[src/rtl/bus_register_counter_if.sv]
// Bus-side signals of bus_register_counter: source slices with load requests,
// and output slices with their drive enables.
interface bus_register_counter_if #(
    parameter int unsigned WIDTH        = 8,
    parameter int unsigned INPUT_COUNT  = 2,
    parameter int unsigned OUTPUT_COUNT = 2
);
    logic [WIDTH*INPUT_COUNT-1:0]  busInputs;
    logic [INPUT_COUNT-1:0]        busReadEnable;
    logic [OUTPUT_COUNT-1:0]       busWriteEnable;
    logic [WIDTH*OUTPUT_COUNT-1:0] busOutputs;

    modport master (
        output busInputs,
        output busReadEnable,
        output busWriteEnable,
        input  busOutputs
    );

    modport slave (
        input  busInputs,
        input  busReadEnable,
        input  busWriteEnable,
        output busOutputs
    );
endinterface

[src/rtl/bus_register_counter.sv]
// Bus-loadable datapath register with increment/decrement, shift through carry,
// gated bus output slices and zero/negative status.
module bus_register_counter #(
    parameter int unsigned     WIDTH         = 8,
    parameter int unsigned     INPUT_COUNT   = 2,
    parameter int unsigned     OUTPUT_COUNT  = 2,
    parameter logic [WIDTH-1:0] DEFAULT_VALUE = '0,
    parameter int unsigned     STEP          = 1
) (
    input  logic                    clk,
    input  logic                    rst,
    bus_register_counter_if.slave   bus,
    input  logic                    inc,
    input  logic                    dec,
    input  logic                    shl,
    input  logic                    shr,
    input  logic                    carryIn,
    output logic [WIDTH-1:0]        value,
    output logic                    carryOut,
    output logic                    zero,
    output logic                    negative
);
    localparam logic [WIDTH-1:0] STEP_W = WIDTH'(STEP);

    logic             load_any;
    logic [WIDTH-1:0] load_val;
    logic [WIDTH:0]   sum;
    logic [WIDTH:0]   diff;
    logic [WIDTH-1:0] shl_val;
    logic [WIDTH-1:0] shr_val;
    logic             shl_carry;
    logic             shr_carry;

    // Ascending scan so the highest-indexed requesting source wins.
    always_comb begin
        load_val = '0;
        for (int unsigned i = 0; i < INPUT_COUNT; i++) begin
            if (bus.busReadEnable[i]) begin
                load_val = bus.busInputs[WIDTH*i +: WIDTH];
            end
        end
    end

    assign load_any = |bus.busReadEnable;
    assign sum      = {1'b0, value} + {1'b0, STEP_W};
    assign diff     = {1'b0, value} - {1'b0, STEP_W};

    generate
        if (WIDTH == 1) begin : g_shift_narrow
            assign shl_val   = carryIn;
            assign shr_val   = carryIn;
            assign shl_carry = value[0];
            assign shr_carry = value[0];
        end else begin : g_shift_wide
            assign shl_val   = {value[WIDTH-2:0], carryIn};
            assign shr_val   = {carryIn, value[WIDTH-1:1]};
            assign shl_carry = value[WIDTH-1];
            assign shr_carry = value[0];
        end
    endgenerate

    always_ff @(posedge clk) begin
        if (rst) begin
            value    <= DEFAULT_VALUE;
            carryOut <= 1'b0;
        end else if (load_any) begin
            value <= load_val;
        end else if (inc ^ dec) begin
            // diff[WIDTH] is the borrow out of the subtraction.
            if (inc) begin
                value    <= sum[WIDTH-1:0];
                carryOut <= sum[WIDTH];
            end else begin
                value    <= diff[WIDTH-1:0];
                carryOut <= diff[WIDTH];
            end
        end else if (shl ^ shr) begin
            if (shl) begin
                value    <= shl_val;
                carryOut <= shl_carry;
            end else begin
                value    <= shr_val;
                carryOut <= shr_carry;
            end
        end
    end

    always_comb begin
        bus.busOutputs = '0;
        for (int unsigned j = 0; j < OUTPUT_COUNT; j++) begin
            if (bus.busWriteEnable[j]) begin
                bus.busOutputs[WIDTH*j +: WIDTH] = value;
            end
        end
    end

    assign zero     = (value == '0);
    assign negative = value[WIDTH-1];
endmodule

[src/flat_wrapper.sv]
// flat-port wrapper written by rule: the top's interface ports become plain ports
module bus_register_counter_flat 
#(
    parameter int unsigned     WIDTH         = 8,
    parameter int unsigned     INPUT_COUNT   = 2,
    parameter int unsigned     OUTPUT_COUNT  = 2,
    parameter logic [WIDTH-1:0] DEFAULT_VALUE = '0,
    parameter int unsigned     STEP          = 1
)
  (clk, rst, inc, dec, shl, shr, carryIn, value, carryOut, zero, negative, bus_busInputs, bus_busReadEnable, bus_busWriteEnable, bus_busOutputs);
  bus_register_counter_if #(.WIDTH(WIDTH), .INPUT_COUNT(INPUT_COUNT), .OUTPUT_COUNT(OUTPUT_COUNT)) bus_i ();
  input  logic clk;
  input  logic rst;
  input  logic inc;
  input  logic dec;
  input  logic shl;
  input  logic shr;
  input  logic carryIn;
  output logic [WIDTH-1:0] value;
  output logic carryOut;
  output logic zero;
  output logic negative;
  input wire logic [$bits(bus_i.busInputs)-1:0] bus_busInputs;
  input wire logic [$bits(bus_i.busReadEnable)-1:0] bus_busReadEnable;
  input wire logic [$bits(bus_i.busWriteEnable)-1:0] bus_busWriteEnable;
  output wire logic [$bits(bus_i.busOutputs)-1:0] bus_busOutputs;
  assign bus_i.busInputs = bus_busInputs;
  assign bus_i.busReadEnable = bus_busReadEnable;
  assign bus_i.busWriteEnable = bus_busWriteEnable;
  assign bus_busOutputs = bus_i.busOutputs;
  bus_register_counter #(.WIDTH(WIDTH), .INPUT_COUNT(INPUT_COUNT), .OUTPUT_COUNT(OUTPUT_COUNT), .DEFAULT_VALUE(DEFAULT_VALUE), .STEP(STEP)) u_core (.clk(clk), .rst(rst), .bus(bus_i), .inc(inc), .dec(dec), .shl(shl), .shr(shr), .carryIn(carryIn), .value(value), .carryOut(carryOut), .zero(zero), .negative(negative));
endmodule
[config.mk]
export PLATFORM = sky130hd
export DESIGN_NAME = bus_register_counter_flat
export DESIGN_NICKNAME = d
export VERILOG_FILES = /design/src/rtl/bus_register_counter_if.sv /design/src/rtl/bus_register_counter.sv /design/src/flat_wrapper.sv
export SDC_FILE = /design/constraint.sdc
export NUM_CORES = 1
export LEC_CHECK = 0
export BUFFER_PORTS_ARGS = -buffer_cell sky130_fd_sc_hd__buf_2
export CAP_MARGIN = 20
export CORE_MARGIN = 8
export CORE_UTILIZATION = 46
export DETAILED_ROUTE_END_ITERATION = 8
export GPL_ROUTABILITY_DRIVEN = 0
export PLACE_DENSITY = 0.8
export SETUP_SLACK_MARGIN = 0.2
export SYNTH_ARGS = -nofsm -noshare
export SYNTH_HDL_FRONTEND = slang
export SYNTH_SLANG_ARGS = --single-unit
[constraint.sdc]
create_clock -name clk -period 2.3 [get_ports clk]
set_input_delay 0.23 -clock clk [delete_from_list [all_inputs] [get_ports clk]]
set_output_delay 0.23 -clock clk [all_outputs]
set_load 0.005 [all_outputs]
# ---- Yosys cells after proc, flatten, opt, wreduce, memory -nomap -nowiden
# Index checks and enable logic that the tools add are counted.
dict set report word_totals {
  register_bits 9
  elab_cells 25
}
dict set report classes {
  add_sub_neg 2
  mux 13
  bitwise 3
  n_reduce_logical 5
}
# cell count
set ops {}
lappend ops {{two-way mux 8 bit} 9}
lappend ops {{adder 8 x 1 -> 9 bit, second input constant} 1}
lappend ops {{subtractor 8 x 1 -> 9 bit, second input constant} 1}
lappend ops {{zero test 8 bit} 1}
lappend ops {{two-way mux 1 bit} 4}
lappend ops {{nonzero test 3 bit} 1}
lappend ops {{AND reduction 2 bit} 1}
lappend ops {{nonzero test 2 bit} 1}
lappend ops {{OR reduction 2 bit} 1}
lappend ops {{XOR 1 bit} 2}
lappend ops {{inverter 1 bit} 1}

# ---- Logic depth before layout (Yosys ltp)
dict set report depth {
  depth_word 4
  mapped_depth 8
  depth_no_buf 7
}

# ---- Worst setup path after synthesis
# OpenSTA, ideal clock, no wires.
dict set report synth_path {
  path_kind {reg-to-reg}
  start {reg u_core.value[1]}
  end {reg u_core.value[1]}
  t_arrival_ns 1.786
  t_required_ns 2.186
  slack_ns 0.400
  path_stages_with_launch 8
  synth_period_minus_slack_ns 1.900
  path_cell_list {dfxtp_1 -> clkbuf_1 -> inv_1 -> ha_1 -> nor2_1 -> a2111oi_0 -> a2111oi_0 -> a2111oi_0}
}
dict set report synth_via {
  elab_chain_cells 4
}
# item line_no
set synth_lines {}
lappend synth_lines {{start, declared} bus_register_counter.sv:18} ;# output logic [WIDTH-1:0] value,
lappend synth_lines {{start signal, assigned} bus_register_counter.sv:67} ;# value <= load_val;
lappend synth_lines {{start signal, assigned} bus_register_counter.sv:71} ;# value <= sum[WIDTH-1:0];
lappend synth_lines {{start signal, assigned} bus_register_counter.sv:74} ;# value <= diff[WIDTH-1:0];
lappend synth_lines {{subtractor 8 x 1 -> 9 bit / adder 8 x 1 -> 9 bit (equally long branches)} {bus_register_counter.sv:46, bus_register_counter.sv:45}}
lappend synth_lines {{two-way mux 8 bit *} bus_register_counter.sv:70} ;# if (inc) begin
lappend synth_lines {{two-way mux 8 bit *} bus_register_counter.sv:68} ;# end else if (inc ^ dec) begin
lappend synth_lines {{two-way mux 8 bit *} bus_register_counter.sv:66} ;# end else if (load_any) begin
# Mark *: on every way between the ends. The rest lies on a longest branch, timed or not.
# A chain may end at the register's enable or synchronous reset.

# ---- Final worst setup path
# Ends and elaborated chain as after synthesis.

==> results_dict.tcl <==
set metrics [dict create \
    nets 235 \
    relSlewSlack_pct 54.8 \
    multi_input_area_um2 828 \
    wl_um 3570 \
    io_pins 54 \
    h-tree-depth 1 \
    cts.sinks 9 \
    fin_setup_tns_ns 0 \
    grtUsageTotal_pct 15.8 \
    critPathLaunch "u_core.value[1]" \
    cp-start-kind "flop" \
    fill_cells 256 \
    port_buffers 53 \
    period_share_pct 82.1 \
    intPower_uw 360 \
    placementRows 18 \
    synthCells 157 \
    pwr-share-clk_pct 21.5 \
    grt_antenna_before_repair 0 \
    min_path_type "in -> reg" \
    post_cts_resized 0 \
    drt_iter0_drc 64 \
    power.leakage_uw 0.000648 \
    netlist.area_leader.share_pct 16.2 \
    grt_pass1_wl_um 5550 \
    vdd_ir_drop_max_uv 305 \
    synthesis.area_mm2 0.00111 \
    ant_nets 0 \
    p_comb_share_pct 45.0 \
    die_y_um 65.2 \
    numCtsBuffers 3 \
    synth.area.top_cells "dfxtp_1 16%, and2_1 9.0%, a21oi_1 5.4%" \
    grt_max_degree 17 \
    pwr-share-seq_pct 33.5 \
    async_flop_share_pct 0 \
    drt-pass1-iter-count 4 \
    yosys_warnings 0 \
    synthDistinctLibCells 45 \
    yosysTopAreaCell "dfxtp_1" \
    drive_gt1_share_pct 33.8 \
    worstHoldStart "bus_busInputs[9]" \
    maxSlewViolCount 0 \
    core_mm2 0.00239 \
    ff_latch_area_um2 181 \
    wire_per_inst_um 15.3 \
    dp_hpwl_um 2860 \
    sw_frac_of_total_pct 38.1 \
    powerDensity_mw_per_mm2 413 \
    cts_root_buf "clkbuf_4" \
    finalSetupViolations 0 \
    diodes 0 \
    endpoint_kind "flop" \
    ctsHoldBuffers 0 \
    rsz0062_at_grt "no" \
    ys.flop_type "dfxtp_1" \
    worst_clock_skew_ns 0.00867 \
    die_area_mm2 0.00425 \
    cts_tree "yes" \
    clk_latency_ns 0.27 \
    worstSetupPathType "reg -> reg" \
    syn_nets 187 \
    worstPathMaxFanout 12 \
    max-cap-violations 0 \
    cts.clk_slew.worst_paths_ns 0.06 \
    worst_ep_arrival_time_ns 2.03 \
    crit_required_ns 2.45 \
    grt_overflow 0 \
    ys_seq_area_share_pct 16.2 \
    min_period_ns 1.89 \
    ys_seq_elements 9 \
    drc 0 \
    clockBufferDepth 2 \
    synth_edf_count 0 \
    grt_pass1_vias 1212 \
    p_sw_uw 222 \
    status "completed" \
    utilization_pct 59.1 \
    reg2reg_from "u_core.value[1]" \
    num_vias 1368 \
    die_w_um 65.2 \
    vias_per_cell 5.85 \
    avgSynthCellArea_um2 7.10 \
    hold_viol 0 \
    max_freq_mhz 530 \
    syn_to_final_growth_pct 26.5 \
    post_cts_buffers 0 \
    tightest_slew_ns 0.674 \
    start_util_pct 46.7 \
]
==> cells in the final DEF, fill, tap and decap left out, types with 6 or more instances in the layout <==
master    count
buf_2        53
and2_1       16
nor2_1       13
a21oi_1      12
o22ai_1       8
dfxtp_1       8
inv_1         7
nand2b_1      7
nand2_1       7
buf_4         6
==> Yosys cell counts (all sizes together), types with 2 or more instances <==
| cell type | count |
|---|---|
| o21ai | 4 |
| nor2b | 2 |
| a311oi | 2 |
| nand4 | 3 |
| buf | 8 |
| inv | 7 |
| nor2 | 13 |
| clkbuf | 8 |
| nor4 | 3 |
| xor2 | 2 |
| nand3 | 4 |
| dfxtp | 9 |
| mux2i | 5 |
| nand2b | 7 |
| xnor2 | 2 |
| o22ai | 9 |
| nor3 | 2 |
| a21oi | 12 |
| a221oi | 2 |
| ha | 3 |
| o211ai | 4 |
| nand2 | 7 |
| a2111oi | 3 |
| o221ai | 2 |
| or3 | 3 |
| and2 | 16 |
| or4 | 2 |
==> sequential cells by signal (all words and copies together), names as in the netlist <==
register / count
u_core.carryOut: 1
u_core.value: 8
==> per-stage QoR <==
step                      hold WS, ns  power [µW]  setup slack (ns)  cell area (µm²)  instances
after floorplan                 0.404         363             0.400             1110        157
after global placement          0.459         456             0.387             1380        230
after detailed placement        0.485         460             0.300             1380        230
after CTS                       0.254         586             0.293             1410        234
after global routing            0.257         625             0.338             1410        234
final                           0.257         582             0.412             1410        234
==> layout make-up <==
type	instances	share of cell area [%]
Multi-Input combinational cell	125	58.7
Timing Repair Buffer	59	22.0
Sequential cell	9	12.9
Tap cell	30	2.66
Clock buffer	4	1.86
Inverter	7	1.86
==> path summary, 6_finish.rpt <==
check | slack (ns) | depth (start not counted) | endpoint
setup / recovery | 0.41 | 6 | u_core.value[1]
hold / removal | 0.26 | 3 | u_core.value[1]
setup reg to reg | 0.41 | 6 | u_core.value[1]
hold reg to reg | 0.48 | 2 | u_core.carryOut
==> power by group through the flow <==
stage	sequential (µW)	clock (µW)	combinational, µW
after CTS	195	129	262
after global routing	199	138	289
after global placement	197	0	258
after floorplan	187	0	177
after detailed placement	198	0	261
final	195	125	262
==> per-layer routing <==
metal  wire [µm]  track usage [%]
met2        1700             26.1
met3         403             7.14
met1        1440             18.2
met4          32             3.81
met5           0                0
==> worst max-delay path: stages (launching register included) <==
cell,delay (ns)
dfxtp_2,0.45
inv_1,0.14
ha_1,0.31
nor2_1,0.05
a2111oi_0,0.32
a2111oi_0,0.12
a2111oi_0,0.38
==> cells by family (layout without fill, tap and decap cells) <==
family                   after synthesis  in the layout  synth area share (%)
AO/OA/AOI/OAI                         47             47                  29.5
XOR/XNOR                               4              4                  3.14
adder cells (fa/ha/maj)                3              3                  3.37
buffers and inverters                 23             70                  9.54
flip-flops                             9              9                  16.2
multiplexers                           5              5                  4.49
AND/OR/NAND/NOR                       66             66                  33.8
Note: power is estimated with default switching activity, not from simulation.
